### config.mk
export PLATFORM = sky130hd
export DESIGN_NAME = mem_arbiter_flat
export DESIGN_NICKNAME = d
export VERILOG_FILES = /design/src/rtl/mem_arbiter_pkg.sv /design/src/rtl/mem_arbiter_if.sv /design/src/rtl/mem_arbiter_arb_select.sv /design/src/rtl/mem_arbiter.sv /design/src/flat_wrapper.sv
export SDC_FILE = /design/constraint.sdc
export NUM_CORES = 1
export LEC_CHECK = 0
export ABC_AREA = 1
export BUFFER_PORTS_ARGS = -buffer_cell sky130_fd_sc_hd__buf_2
export CAP_MARGIN = 25
export CORE_ASPECT_RATIO = 0.8
export CORE_MARGIN = 1.5
export CORE_UTILIZATION = 45
export DETAILED_ROUTE_END_ITERATION = 7
export HOLD_SLACK_MARGIN = 0.06
export PLACE_DENSITY = 0.82
export SETUP_SLACK_MARGIN = 0.5
export SYNTH_ARGS = -nofsm -noshare
export SYNTH_HDL_FRONTEND = slang
export SYNTH_SLANG_ARGS = --single-unit
### constraint.sdc
create_clock -name clk -period 2.2 [get_ports clk]
set_input_delay 0.22 -clock clk [delete_from_list [all_inputs] [get_ports clk]]
set_output_delay 0.22 -clock clk [all_outputs]
set_load 0.01 [all_outputs]
### src/rtl/mem_arbiter_pkg.sv
// Shared definitions for the memory arbiter: owner and FSM state encodings,
// the timeout counter width and a helper that maps an owner to its ack lines.
package mem_arbiter_pkg;

    // Current grant holder as seen on the owner output.
    typedef enum logic [1:0] {
        OWN_NONE = 2'd0,
        OWN_IF   = 2'd1,
        OWN_DM   = 2'd2,
        OWN_TB   = 2'd3
    } owner_t;

    // Arbiter FSM states.
    typedef enum logic [1:0] {
        ST_IDLE = 2'd0,
        ST_BUSY = 2'd1,
        ST_DONE = 2'd2
    } state_t;

    // The BUSY cycle counter must hold TIMEOUT values up to 255.
    localparam int CNT_W = 8;

    // Ack vector {tb, dm, if} for a given owner; OWN_NONE acks nobody.
    function automatic logic [2:0] ack_onehot(input owner_t own);
        logic [2:0] acks;
        acks = 3'b000;
        case (own)
            OWN_TB:  acks = 3'b100;
            OWN_DM:  acks = 3'b010;
            OWN_IF:  acks = 3'b001;
            default: acks = 3'b000;
        endcase
        return acks;
    endfunction

endpackage

### src/rtl/mem_arbiter_if.sv
// Bus bundle between the three requesters, the arbiter and the single memory
// port. The master modport is the environment side (requesters and memory),
// the slave modport is the arbiter side.
interface mem_arbiter_if #(
    parameter int ADDR_W = 16,
    parameter int DATA_W = 16
);

    // Instruction-fetch read port
    logic              if_req;
    logic [ADDR_W-1:0] if_addr;
    logic              if_ack;

    // CPU data port
    logic              dm_req;
    logic              dm_we;
    logic [ADDR_W-1:0] dm_addr;
    logic [DATA_W-1:0] dm_wdata;
    logic              dm_ack;

    // Loader port
    logic              tb_req;
    logic              tb_we;
    logic [ADDR_W-1:0] tb_addr;
    logic [DATA_W-1:0] tb_wdata;
    logic              tb_ack;

    // Shared read data and status
    logic [DATA_W-1:0] rdata;
    logic [1:0]        owner;
    logic              err;

    // Memory command and response
    logic              mem_req;
    logic              mem_we;
    logic [ADDR_W-1:0] mem_addr;
    logic [DATA_W-1:0] mem_wdata;
    logic [DATA_W-1:0] mem_rdata;
    logic              mem_ready;

    modport master (
        output if_req, if_addr,
        output dm_req, dm_we, dm_addr, dm_wdata,
        output tb_req, tb_we, tb_addr, tb_wdata,
        output mem_rdata, mem_ready,
        input  if_ack, dm_ack, tb_ack,
        input  rdata, owner, err,
        input  mem_req, mem_we, mem_addr, mem_wdata
    );

    modport slave (
        input  if_req, if_addr,
        input  dm_req, dm_we, dm_addr, dm_wdata,
        input  tb_req, tb_we, tb_addr, tb_wdata,
        input  mem_rdata, mem_ready,
        output if_ack, dm_ack, tb_ack,
        output rdata, owner, err,
        output mem_req, mem_we, mem_addr, mem_wdata
    );

endinterface

### src/rtl/mem_arbiter_arb_select.sv
// Combinational winner selection for the memory arbiter.
// The loader port always wins. A DM/IF tie goes to DM unless ARB_ROUND_ROBIN_EN
// is defined, in which case it goes to whichever of the two was not served last.
module arb_select
    import mem_arbiter_pkg::*;
(
    input  logic   if_req,
    input  logic   dm_req,
    input  logic   tb_req,
`ifdef ARB_ROUND_ROBIN_EN
    input  logic   last_if,
`endif
    output owner_t winner
);

    // Fixed priority for TB, configurable tie-break between DM and IF.
    always_comb begin
        winner = OWN_NONE;
        if (tb_req) begin
            winner = OWN_TB;
        end else if (dm_req && if_req) begin
`ifdef ARB_ROUND_ROBIN_EN
            winner = last_if ? OWN_DM : OWN_IF;
`else
            winner = OWN_DM;
`endif
        end else if (dm_req) begin
            winner = OWN_DM;
        end else if (if_req) begin
            winner = OWN_IF;
        end
    end

endmodule

### src/rtl/mem_arbiter.sv
// Three-port memory arbiter (IF, DM, TB) in front of a single memory port.
// IDLE picks a winner and latches its command, BUSY drives the memory until
// mem_ready or a timeout, DONE pulses the winner's ack for one cycle.
// Optional feature macro: ARB_ROUND_ROBIN_EN (round-robin DM/IF tie-break).
module mem_arbiter
    import mem_arbiter_pkg::*;
#(
    parameter int ADDR_W  = 16,
    parameter int DATA_W  = 16,
    parameter int TIMEOUT = 15
) (
    input  logic          clk,
    input  logic          reset,
    mem_arbiter_if.slave  bus
);

    // Counter value seen in the last BUSY cycle allowed before timing out:
    // the counter is 0 in the first BUSY cycle.
    localparam logic [CNT_W-1:0] CNT_LAST = CNT_W'(TIMEOUT - 1);

    state_t             state;
    owner_t             owner_q;
    owner_t             winner;
    logic               mem_req_q;
    logic               mem_we_q;
    logic [ADDR_W-1:0]  mem_addr_q;
    logic [DATA_W-1:0]  mem_wdata_q;
    logic [DATA_W-1:0]  rdata_q;
    logic               if_ack_q;
    logic               dm_ack_q;
    logic               tb_ack_q;
    logic               err_q;
    logic [CNT_W-1:0]   busy_cnt;
`ifdef ARB_ROUND_ROBIN_EN
    logic               last_if_q;
`endif

    arb_select u_arb_select (
        .if_req  (bus.if_req),
        .dm_req  (bus.dm_req),
        .tb_req  (bus.tb_req),
`ifdef ARB_ROUND_ROBIN_EN
        .last_if (last_if_q),
`endif
        .winner  (winner)
    );

    // Arbiter FSM with registered command, ack, error and timeout state.
    always_ff @(posedge clk or posedge reset) begin
        if (reset) begin
            state       <= ST_IDLE;
            owner_q     <= OWN_NONE;
            mem_req_q   <= 1'b0;
            mem_we_q    <= 1'b0;
            mem_addr_q  <= '0;
            mem_wdata_q <= '0;
            rdata_q     <= '0;
            if_ack_q    <= 1'b0;
            dm_ack_q    <= 1'b0;
            tb_ack_q    <= 1'b0;
            err_q       <= 1'b0;
            busy_cnt    <= '0;
`ifdef ARB_ROUND_ROBIN_EN
            last_if_q   <= 1'b1;
`endif
        end else begin
            // Acks and err are single-cycle pulses; only the BUSY exit sets them.
            if_ack_q <= 1'b0;
            dm_ack_q <= 1'b0;
            tb_ack_q <= 1'b0;
            err_q    <= 1'b0;

            case (state)
                ST_IDLE: begin
                    if (winner != OWN_NONE) begin
                        state     <= ST_BUSY;
                        owner_q   <= winner;
                        mem_req_q <= 1'b1;
                        busy_cnt  <= '0;
                        case (winner)
                            OWN_TB: begin
                                mem_we_q    <= bus.tb_we;
                                mem_addr_q  <= bus.tb_addr;
                                mem_wdata_q <= bus.tb_wdata;
                            end
                            OWN_DM: begin
                                mem_we_q    <= bus.dm_we;
                                mem_addr_q  <= bus.dm_addr;
                                mem_wdata_q <= bus.dm_wdata;
                            end
                            default: begin
                                // Instruction fetch is read-only.
                                mem_we_q    <= 1'b0;
                                mem_addr_q  <= bus.if_addr;
                                mem_wdata_q <= '0;
                            end
                        endcase
`ifdef ARB_ROUND_ROBIN_EN
                        // TB grants leave the DM/IF history untouched.
                        if (winner == OWN_IF) begin
                            last_if_q <= 1'b1;
                        end else if (winner == OWN_DM) begin
                            last_if_q <= 1'b0;
                        end
`endif
                    end
                end

                ST_BUSY: begin
                    if (bus.mem_ready) begin
                        // A response on the timeout cycle still counts as success.
                        state     <= ST_DONE;
                        mem_req_q <= 1'b0;
                        mem_we_q  <= 1'b0;
                        rdata_q   <= bus.mem_rdata;
                        {tb_ack_q, dm_ack_q, if_ack_q} <= ack_onehot(owner_q);
                    end else if (busy_cnt == CNT_LAST) begin
                        state     <= ST_DONE;
                        mem_req_q <= 1'b0;
                        mem_we_q  <= 1'b0;
                        rdata_q   <= '0;
                        err_q     <= 1'b1;
                        {tb_ack_q, dm_ack_q, if_ack_q} <= ack_onehot(owner_q);
                    end else begin
                        busy_cnt <= busy_cnt + 1'b1;
                    end
                end

                ST_DONE: begin
                    state    <= ST_IDLE;
                    owner_q  <= OWN_NONE;
                    busy_cnt <= '0;
                end

                default: begin
                    state     <= ST_IDLE;
                    owner_q   <= OWN_NONE;
                    mem_req_q <= 1'b0;
                    mem_we_q  <= 1'b0;
                    busy_cnt  <= '0;
                end
            endcase
        end
    end

    assign bus.mem_req   = mem_req_q;
    assign bus.mem_we    = mem_we_q;
    assign bus.mem_addr  = mem_addr_q;
    assign bus.mem_wdata = mem_wdata_q;
    assign bus.rdata     = rdata_q;
    assign bus.owner     = owner_q;
    assign bus.err       = err_q;
    assign bus.if_ack    = if_ack_q;
    assign bus.dm_ack    = dm_ack_q;
    assign bus.tb_ack    = tb_ack_q;

endmodule

### src/flat_wrapper.sv
// flat-port wrapper written by rule: the top's interface ports become plain ports
module mem_arbiter_flat import mem_arbiter_pkg::*;
#(
    parameter int ADDR_W  = 16,
    parameter int DATA_W  = 16,
    parameter int TIMEOUT = 15
)
  (clk, reset, bus_if_req, bus_if_addr, bus_dm_req, bus_dm_we, bus_dm_addr, bus_dm_wdata, bus_tb_req, bus_tb_we, bus_tb_addr, bus_tb_wdata, bus_mem_rdata, bus_mem_ready, bus_if_ack, bus_dm_ack, bus_tb_ack, bus_rdata, bus_owner, bus_err, bus_mem_req, bus_mem_we, bus_mem_addr, bus_mem_wdata);
  mem_arbiter_if #(.ADDR_W(ADDR_W), .DATA_W(DATA_W)) bus_i ();
  input  logic clk;
  input  logic reset;
  input wire logic [$bits(bus_i.if_req)-1:0] bus_if_req;
  input wire logic [$bits(bus_i.if_addr)-1:0] bus_if_addr;
  input wire logic [$bits(bus_i.dm_req)-1:0] bus_dm_req;
  input wire logic [$bits(bus_i.dm_we)-1:0] bus_dm_we;
  input wire logic [$bits(bus_i.dm_addr)-1:0] bus_dm_addr;
  input wire logic [$bits(bus_i.dm_wdata)-1:0] bus_dm_wdata;
  input wire logic [$bits(bus_i.tb_req)-1:0] bus_tb_req;
  input wire logic [$bits(bus_i.tb_we)-1:0] bus_tb_we;
  input wire logic [$bits(bus_i.tb_addr)-1:0] bus_tb_addr;
  input wire logic [$bits(bus_i.tb_wdata)-1:0] bus_tb_wdata;
  input wire logic [$bits(bus_i.mem_rdata)-1:0] bus_mem_rdata;
  input wire logic [$bits(bus_i.mem_ready)-1:0] bus_mem_ready;
  output wire logic [$bits(bus_i.if_ack)-1:0] bus_if_ack;
  output wire logic [$bits(bus_i.dm_ack)-1:0] bus_dm_ack;
  output wire logic [$bits(bus_i.tb_ack)-1:0] bus_tb_ack;
  output wire logic [$bits(bus_i.rdata)-1:0] bus_rdata;
  output wire logic [$bits(bus_i.owner)-1:0] bus_owner;
  output wire logic [$bits(bus_i.err)-1:0] bus_err;
  output wire logic [$bits(bus_i.mem_req)-1:0] bus_mem_req;
  output wire logic [$bits(bus_i.mem_we)-1:0] bus_mem_we;
  output wire logic [$bits(bus_i.mem_addr)-1:0] bus_mem_addr;
  output wire logic [$bits(bus_i.mem_wdata)-1:0] bus_mem_wdata;
  assign bus_i.if_req = bus_if_req;
  assign bus_i.if_addr = bus_if_addr;
  assign bus_i.dm_req = bus_dm_req;
  assign bus_i.dm_we = bus_dm_we;
  assign bus_i.dm_addr = bus_dm_addr;
  assign bus_i.dm_wdata = bus_dm_wdata;
  assign bus_i.tb_req = bus_tb_req;
  assign bus_i.tb_we = bus_tb_we;
  assign bus_i.tb_addr = bus_tb_addr;
  assign bus_i.tb_wdata = bus_tb_wdata;
  assign bus_i.mem_rdata = bus_mem_rdata;
  assign bus_i.mem_ready = bus_mem_ready;
  assign bus_if_ack = bus_i.if_ack;
  assign bus_dm_ack = bus_i.dm_ack;
  assign bus_tb_ack = bus_i.tb_ack;
  assign bus_rdata = bus_i.rdata;
  assign bus_owner = bus_i.owner;
  assign bus_err = bus_i.err;
  assign bus_mem_req = bus_i.mem_req;
  assign bus_mem_we = bus_i.mem_we;
  assign bus_mem_addr = bus_i.mem_addr;
  assign bus_mem_wdata = bus_i.mem_wdata;
  mem_arbiter #(.ADDR_W(ADDR_W), .DATA_W(DATA_W), .TIMEOUT(TIMEOUT)) u_core (.clk(clk), .reset(reset), .bus(bus_i));
endmodule
==> results of run 1 <==
-- power breakdown --
part	internal (W)	switching, W
clock	0.000588	0.000460
combinational	0.000842	0.00124
sequential	0.00174	0.000279
-- sequential cells by signal, summed over array words and instances, names as in the netlist, 2 cells and up --
name,cells
u_core.bus.mem_addr,16
u_core.bus.mem_wdata,16
u_core.bus.rdata,16
u_core.busy_cnt,8
u_core.bus.owner,2
u_core.state,2
-- placed cells by master, fill, tap and decap left out --
cell | netlist | routed
nor3_1 | 4 | 4
nor2_1 | 40 | 40
dlygate4sd3_1 | 0 | 1
buf_12 | 0 | 3
nand2_4 | 0 | 1
ha_1 | 2 | 2
nand3_2 | 0 | 1
clkinvlp_4 | 0 | 4
bufinv_16 | 0 | 1
a22oi_1 | 16 | 16
o21ai_0 | 10 | 10
o21bai_1 | 2 | 2
a21oi_4 | 1 | 1
nand2_1 | 119 | 118
nor2_2 | 2 | 2
nand4_1 | 1 | 1
inv_6 | 0 | 1
or2_2 | 2 | 2
buf_2 | 9 | 159
clkbuf_8 | 0 | 11
a31oi_1 | 32 | 32
dfrtp_1 | 66 | 66
o22ai_1 | 1 | 1
nor2_4 | 1 | 1
nand3_1 | 29 | 28
buf_4 | 3 | 4
inv_1 | 16 | 15
-- worst reg2reg max path: stages, from the launching register on --
cell and delay (ns):
dfrtp_1 0.41, nor2_2 0.42, nand3_1 0.22, nand3_2 0.25
nand2_1 0.09, o21ai_0 0.08
-- what timing repair did --
item                       in CTS  in global routing
hold buffers                    1                  0
setup endpoints to repair      18                 47
buffers inserted                0                  1
resized for setup               1                  2
pin swaps                       0                  0
hold endpoints to repair       27                  0
-- cell families (layout without fill, tap and decap cells) --
| family | after synthesis | count (layout) |
|---|---|---|
| and+or+nand+nor | 198 | 198 |
| buffers and inverters | 40 | 199 |
| DFF | 66 | 66 |
| adders and majority gates | 2 | 2 |
| AOI/OAI and AO/OA | 62 | 62 |
-- metal layers --
| metal | vias up | routed length, um | global-route usage, % |
|---|---|---|---|
| li1 | 1536 | - | - |
| met1 | 1402 | 3580 | 30.3 |
| met2 | 116 | 3760 | 35.1 |
| met3 | 14 | 501 | 6.85 |
| met4 | 0 | 127 | 9.56 |
| met5 | - | 0 | 0 |
-- through the flow --
| step | instances | area, um2 | worst slack [ns] | total power [W] | hold WS [ns] |
|---|---|---|---|---|---|
| floorplan | 368 | 3090 | 0.829 | 0.00329 | 0.364 |
| global placement | 593 | 3940 | 0.547 | 0.00402 | 0.328 |
| detailed placement | 593 | 3940 | 0.435 | 0.00411 | 0.330 |
| CTS | 610 | 4160 | 0.530 | 0.00517 | 0.0847 |
| global route | 611 | 4180 | 0.459 | 0.00556 | 0.0948 |
| finish | 611 | 4180 | 0.653 | 0.00514 | 0.103 |
-- area by class of cell --
cell class / instances / area share [%]
sequential: 66 / 39.5
multi-input combinational: 262 / 29.9
timing repair buffer: 167 / 21.4
clock buffer: 11 / 3.62
tap: 84 / 2.51
inverter: 16 / 1.53
clock inverter: 5 / 1.47
-- worst paths after layout --
check,startpoint,endpoint,depth (start not counted)
setup / recovery,u_core.state[1],u_core.busy_cnt[2],5
hold / removal,bus_mem_rdata[1],u_core.bus.rdata[1],3
setup reg to reg,u_core.state[1],u_core.busy_cnt[2],5
hold reg to reg,u_core.bus.rdata[6],u_core.bus.rdata[6],2
max in group asynchronous,reset,u_core.bus.mem_wdata[5],4
min in group asynchronous,reset,u_core.bus.mem_addr[9],3
==> impl_metrics.toml, run 1 <==
[run]
cap_viol_max_count = 0

[logic_synthesis]
synthMuxAreaShare_pct = 0
ys_types = 22
synth_commonest_cells = "119 x nand2_1, 66 x dfrtp_1, 40 x nor2_1"
synth_compound_area_share_pct = 13.2
async_flop_share_pct = 100
synthAdderAreaFrac_pct = 0.811
postSynthCellCount = 368
synth_ff_type = "dfrtp_1"
synth_area_leader_cell = "dfrtp_1"
synth-edff-count = 0
yosysTopAreaCellShare_pct = 53.5
synth_seq_cells = 66
synth_xor_area_share_pct = 0
synth_area_um2 = 3090
synth_top_family_by_area = "simple AND/OR/NAND/NOR gates"
yosysMostFrequentCell = "nand2_1"
ys_seq_area_share_pct = 53.5
ys_warn_count = 0
syn_nets = 474
synth-simple-area-share_pct = 26.1
avgSynthCellArea_um2 = 8.38
synth_area_leaders = "dfrtp_1 54%, nand2_1 14%, a31oi_1 6.5%, nor2_1 4.9%, nand3_1 4.7%"

[die]
dieWidth_um = 95.6
ioPinCount = 160
fp.dieH_um = 77.1
initial_core_util_pct = 47.4
coreArea_um2 = 6510
die_area_um2 = 7370
placementRows = 26

[sta]
maxSlewViolCount = 0
finalSetupTns_ns = 0
clock_skew_ns = 0.0109
fmax_mhz = 646
setup_violations = 0
rsz0062_at_grt = "yes"
period_minus_slack_ns = 1.55
period_share_pct = 70.3
relSlewSlack_pct = 58.9
final_hold_viol_count = 0
worst_pin_slew_ns = 0.616

[grt]
antenna_found_initial = 0
grt_pass1_wl_um = 13100
track_usage_pct = 23.0
grt_pass1_vias = 2835
overflow = 0
grt_max_degree = 55

[clock_network]
cts_buffers = 9
clock-sinks = 66
clk_latency_ns = 0.34
cts_root_buffer = "clkbuf_8"
cts_tree = "yes"
h-tree-depth = 3
clock_path_buffers = 2
clkTransAtPathRegs_ns = 0.08

[layout]
fin_util_pct = 64.2
regArea_um2 = 1650
antenna_cells = 0
drive_above_1_share_pct = 36.2
nFillCells = 545
multi_input_area_um2 = 1250
finalNetCount = 628
syn2layout_area_growth_pct = 35.4

[setup_path]
cp_slowest_cell = "nor2_2"
crit_arrival_ns = 1.80
cp_max_fo = 15
r2r_slack_ns = 0.65
critPathLaunchType = "flip-flop"
cp_cell_sequence = "nor2_2 > nand3_1 > nand3_2 > nand2_1 > o21ai_0"
critical_path.top_delay_family = "simple AND/OR/NAND/NOR gates"
endpoint_kind = "flip-flop"
path_buf_inv = 0
max_stage_delay_ns = 0.42
crit_required_ns = 2.45
crit_type = "flip-flop to flip-flop"

[routing]
drtAntennaViolNets = 0
first_pass_iters = 5
wl_per_cell_um = 13.0
viasPerCell = 5.02
drc = 0
routed_wl_um = 7970
first_iter_violations = 233
num_vias = 3068

[power]
cellPowerDensity_nw_per_um2 = 1230
p_leak_nw = 2.15
irDropWorstVdd_mv = 0.603

[worst_hold_path]
hold_path.class = "primary input to flip-flop"

[run_status]
status = "finished, final reports clean"

[place]
place_congestion = 0.851
hpwl_um = 5910
portBuffers = 159
No activity file was read; power rests on OpenSTA's default activity.
==> run 2: changes to the inputs <==
==> constraint.sdc (replaced) <==
create_clock -name clk -period 1.5 [get_ports clk]
set_input_delay 0.15 -clock clk [delete_from_list [all_inputs] [get_ports clk]]
set_output_delay 0.15 -clock clk [all_outputs]
set_load 0.01 [all_outputs]
==> run 2 against run 1 <==
The run now ends with negative setup slack left. Combinational power rose to 2.9 times the previous value. First-iteration DRC count rose by 53%. Clock skew rose by 0.0038 ns. Via count rose by 29%. Sequential share of layout area fell by 9.6 points. Utilization rose by 21 points. Hold slack got worse by 0.040 ns. Global-route usage rose by 6.0 points. Worst setup slack got worse by 0.65 ns. Clock-buffer cell count rose by 3. Die area did not move. Cell count rose by 14%. Critical path type unchanged. Largest power group unchanged.
==> impl_metrics.toml, run 2 (synthesized netlist as in run 1, its figures left out) <==
[run_status]
status = "finished with violations"
violations = "negative setup slack"

[clock_network]
cts_root_buffer = "clkbuf_8"
clock-sinks = 66
clock_path_buffers = 2
cts_tree = "yes"
h-tree-depth = 3
clk_latency_ns = 0.34
cts_buffers = 9
clkTransAtPathRegs_ns = 0.07

[grt]
antenna_found_initial = 0
overflow = 0
grt_pass1_wl_um = 16400
track_usage_pct = 29.0
grt_max_degree = 34
grt_pass1_vias = 3482

[setup_path]
max_stage_delay_ns = 0.39
reg2reg_depth = 9
r2r-start = "u_core.busy_cnt[0]"
crit_end = "u_core.bus.rdata[7]"
crit_required_ns = 1.72
cp_max_fo = 5
critical_path.top_delay_family = "simple AND/OR/NAND/NOR gates"
endpoint_kind = "flip-flop"
cp_slowest_cell = "dfrtp_1"
startpoint = "u_core.busy_cnt[0]"
crit_cells = 9
crit_type = "flip-flop to flip-flop"
r2r_slack_ns = -0.0009
cp_cell_sequence = "inv_2 > ha_4 > nand2_4 > nor2_4 > nand2_4 > nand2_8 > nand2_8 > nand2_2 > nand2_1"
crit_arrival_ns = 1.72
path_buf_inv = 1
reg2reg_to = "u_core.bus.rdata[7]"
critPathLaunchType = "flip-flop"

[layout]
final_cell_mix = "154 x buf_2, 85 x nand2_1, 66 x dfrtp_1"
fin_util_pct = 84.8
final_common_cell = "buf_2"
syn2layout_area_growth_pct = 78.7
final_cells = 697
drive_above_1_share_pct = 53.7
final_area_um2 = 5510
regArea_um2 = 1650
antenna_cells = 0
finalNetCount = 714
multi_input_area_um2 = 1710
nFillCells = 335

[worst_hold_path]
hold_path.class = "primary input to flip-flop"

[sta]
period_minus_slack_ns = 1.50
layout_setup_ws_ns = -0.000923
clock_skew_ns = 0.0146
setup_violations = 1
rsz0062_at_grt = "yes"
relSlewSlack_pct = 68.5
period_share_pct = 100
fmax_mhz = 666
maxSlewViolCount = 0
worst_pin_slew_ns = 0.472
final_hold_viol_count = 0
finalSetupTns_ns = -0.000923

[run]
cap_viol_max_count = 0

[power]
combPwrFrac_pct = 57.0
cellPowerDensity_nw_per_um2 = 1940
power_switching_share_pct = 40.3
power.switching_w = 0.00432
p_leak_nw = 2.70
irDropWorstVdd_mv = 1.37
clkPwrFrac_pct = 14.3
p_int_w = 0.00640
seqPwrFrac_pct = 28.7

[place]
dp_cells = 600
hpwl_um = 6160
place_area_um2 = 4030
place_congestion = 0.852
portBuffers = 159

[routing]
drtAntennaViolNets = 0
wl_per_cell_um = 19.1
routed_wl_um = 13300
first_iter_violations = 356
drc = 0
num_vias = 3972
viasPerCell = 5.70
first_pass_iters = 5

[die]
die_area_um2 = 7370
initial_core_util_pct = 47.4
ioPinCount = 160
fp.dieH_um = 77.1
coreArea_um2 = 6510
placementRows = 26
dieWidth_um = 95.6
==> run 2: changes by cell type in the layout (fill, tap and decap cells not counted), moves of 10 or more <==
cell           previous run  this run
dlygate4sd3_1             1        23
buf_4                     4        49
nand2_1                 118        85
nand2_2                   0        27
buf_6                     0        10
nor2_4                    1        11
nor2_1                   40        21
==> run 2: how the worst min path moves through the flow <==
| stage | start | to | slack, ns | cells after the start |
|---|---|---|---|---|
| 3_5_place_dp | reset | u_core.bus.mem_addr[11] | 0.20 | 2 |
| 2_1_floorplan | reset | u_core.bus.dm_ack | 0.29 | 1 |
| 4_1_cts | bus_dm_wdata[5] | u_core.bus.mem_wdata[5] | 0.06 | 3 |
| 3_3_place_gp | reset | u_core.bus.if_ack | 0.19 | 2 |
| 5_1_grt | bus_tb_wdata[5] | u_core.bus.mem_wdata[5] | 0.07 | 3 |
| 6_report | bus_dm_wdata[3] | u_core.bus.mem_wdata[3] | 0.06 | 3 |
==> run 2: area by class of cell <==
class	instances	area share, %
multi-input combinational	266	31.0
timing repair buffer	249	32.4
clock inverter	2	0.635
sequential	66	30.0
clock buffer	14	2.95
tap	84	1.91
inverter	16	1.16
==> run 2: power groups by stage <==
stage | Clock, W | Sequential, W | Combinational [W]
after global routing | 0.00163 | 0.00314 | 0.00642
final | 0.00153 | 0.00308 | 0.00610
after detailed placement | 0 | 0.00296 | 0.00319
after CTS | 0.00151 | 0.00294 | 0.00430
after floorplan | 0 | 0.00331 | 0.00164
after global placement | 0 | 0.00295 | 0.00306
==> run 2: worst register-to-register path, delay by kind of cell (launching register included) <==
kind,cells,cell delay [ns]
DFF,1,0.39
adders and majority gates,1,0.15
buffers and inverters,1,0.10
and+or+nand+nor,7,0.76
==> run 2: what timing repair did <==
item,4_1_cts,5_1_grt
cloned,6,5
endpoints found under the hold margin,37,2
hold buffers,21,2
pin swaps,9,20
resized for setup,26,105
buffers inserted,23,24
setup endpoints to repair,117,121
==> run 2: routing by layer <==
| metal | up-vias | GRT usage, % | routed length (um) |
|---|---|---|---|
| met1 | 1876 | 35.8 | 4740 |
| met5 | - | 0 | 0 |
| met3 | 79 | 5.85 | 1140 |
| li1 | 1717 | - | - |
| met2 | 300 | 49.7 | 6760 |
| met4 | 0 | 10.4 | 648 |
==> run 2: per-stage QoR <==
step	worst slack, ns	hold WS [ns]	total power [W]
floorplan	0.177	0.294	0.00495
global placement	0.0427	0.194	0.00601
detailed placement	-0.0583	0.198	0.00615
CTS	0.131	0.0601	0.00875
global route	-0.0674	0.0656	0.0112
finish	-0.000923	0.0625	0.0107
==> run 3: changes to the inputs <==
--- a/config.mk
+++ b/config.mk
@@ -15,6 +15,7 @@
 export HOLD_SLACK_MARGIN = 0.06
 export PLACE_DENSITY = 0.82
 export SETUP_SLACK_MARGIN = 0.5
+export SKIP_CTS_REPAIR_TIMING = 1
 export SYNTH_ARGS = -nofsm -noshare
 export SYNTH_HDL_FRONTEND = slang
 export SYNTH_SLANG_ARGS = --single-unit
==> run 3 against run 2 <==
The run still ends with negative setup slack left. Worst setup slack worse by 0.018 ns. Utilization down 4.9 points. Hold slack worse by 0.013 ns. Sequential cell count unchanged. Final area down 5.8%. Critical path depth down 2. First-iteration DRC count down 32%. Sequential power about the same. Clock power about the same.
==> impl_metrics.toml, run 3 (synthesized netlist as in run 1, its figures left out) <==
[die]
fp.dieH_um = 77.1
initial_core_util_pct = 47.4
coreArea_um2 = 6510
placementRows = 26
ioPinCount = 160
dieWidth_um = 95.6
die_area_um2 = 7370

[sta]
maxSlewViolCount = 0
relSlewSlack_pct = 68.5
period_share_pct = 101
worst_pin_slew_ns = 0.472
fmax_mhz = 658
period_minus_slack_ns = 1.52
setup_violations = 3
finalSetupTns_ns = -0.0317
rsz0062_at_grt = "yes"
clock_skew_ns = 0.00911
layout_setup_ws_ns = -0.0188
final_hold_viol_count = 0

[setup_path]
r2r_slack_ns = -0.02
crit_end = "u_core.bus.mem_addr[0]"
reg2reg_to = "u_core.bus.mem_addr[0]"
critPathLaunchType = "flip-flop"
startpoint = "u_core.state[1]"
crit_arrival_ns = 1.77
r2r-start = "u_core.state[1]"
reg2reg_depth = 7
crit_type = "flip-flop to flip-flop"
crit_required_ns = 1.75
cp_max_fo = 6
endpoint_kind = "flip-flop"

[routing]
first_iter_violations = 243
wl_per_cell_um = 17.8
routed_wl_um = 12000
drc = 0
drtAntennaViolNets = 0
num_vias = 3731
viasPerCell = 5.54
first_pass_iters = 5

[clock_network]
cts_root_buffer = "clkbuf_8"
cts_tree = "yes"
clock-sinks = 66
cts_buffers = 9
clk_latency_ns = 0.34
clock_path_buffers = 2
h-tree-depth = 3
clkTransAtPathRegs_ns = 0.07

[power]
irDropWorstVdd_mv = 1.37
power_switching_share_pct = 39.8
seqPwrFrac_pct = 30.5
cellPowerDensity_nw_per_um2 = 1930
clkPwrFrac_pct = 14.9
p_int_w = 0.00605
power.switching_w = 0.00400
power_w = 0.0100
combPwrFrac_pct = 54.5
p_leak_nw = 2.56

[place]
place_congestion = 0.852
place_ws_ns = -0.0583
hpwl_um = 6160
portBuffers = 159

[layout]
final_cell_mix = "157 x buf_2, 89 x nand2_1, 66 x dfrtp_1"
finalNetCount = 690
drive_above_1_share_pct = 53.8
regArea_um2 = 1650
fin_util_pct = 79.9
multi_input_area_um2 = 1680
final_common_cell = "buf_2"
antenna_cells = 0
syn2layout_area_growth_pct = 68.4
nFillCells = 416

[run_status]
status = "finished with violations"
violations = "negative setup slack"

[grt]
grt_pass1_wl_um = 13400
overflow = 0
track_usage_pct = 23.4
grt_pass1_vias = 2931
antenna_found_initial = 0
grt_max_degree = 49

[worst_hold_path]
hold_path.class = "primary input to flip-flop"

[run]
cap_viol_max_count = 0
[run 3: changes by cell type in the layout (fill, tap and decap cells not counted), sizes merged]
cell,before,now
dlygate4sd3,23,7
clkbuf,17,19
buf,223,213
[run 3: metrics by stage]
stage	hold WS (ns)	instance area, um2	std cells
2_1_floorplan	0.294	3150	368
3_3_place_gp	0.194	4030	600
3_5_place_dp	0.198	4030	600
4_1_cts	-0.159	4220	616
5_1_grt	0.0587	5200	673
6_report	0.0492	5200	673
[run 3: worst max-delay path: stages, from the launching register on]
cell       delay (ns)
dfrtp_1          0.42
nor2_2           0.20
inv_2            0.09
a21oi_4          0.17
buf_8            0.17
clkbuf_16        0.17
nor2_4           0.03
a31oi_1          0.16
[run 3: layout make-up]
cell class	count	area share (%)
multi-input combinational	266	32.2
timing repair buffer	225	28.9
sequential	66	31.8
inverter	16	1.23
clock buffer	14	3.13
tap	84	2.02
clock inverter	2	0.674
[run 3: metal layers]
metal / global-route usage [%] / routed length [um]
met1: 29.5 / 4420
met2: 39.7 / 6190
met3: 5.75 / 946
met4: 6.47 / 417
met5: 0 / 0
[run 3: worst min-delay path by stage]
stage	start	to	slack [ns]	cells after the start
floorplan	reset	u_core.bus.dm_ack	0.29	1
global placement	reset	u_core.bus.if_ack	0.19	2
detailed placement	reset	u_core.bus.mem_addr[11]	0.20	2
CTS	reset	u_core.bus.mem_addr[10]	-0.16	2
global route	bus_mem_rdata[9]	u_core.bus.rdata[9]	0.06	3
finish	bus_dm_wdata[6]	u_core.bus.mem_wdata[6]	0.05	3
[run 3: power by group through the flow]
stage | Clock [W] | Combinational [W] | Sequential [W]
2_1_floorplan | 0 | 0.00164 | 0.00331
3_3_place_gp | 0 | 0.00306 | 0.00295
3_5_place_dp | 0 | 0.00319 | 0.00296
4_1_cts | 0.00151 | 0.00318 | 0.00296
5_1_grt | 0.00160 | 0.00584 | 0.00313
6_report | 0.00150 | 0.00548 | 0.00307
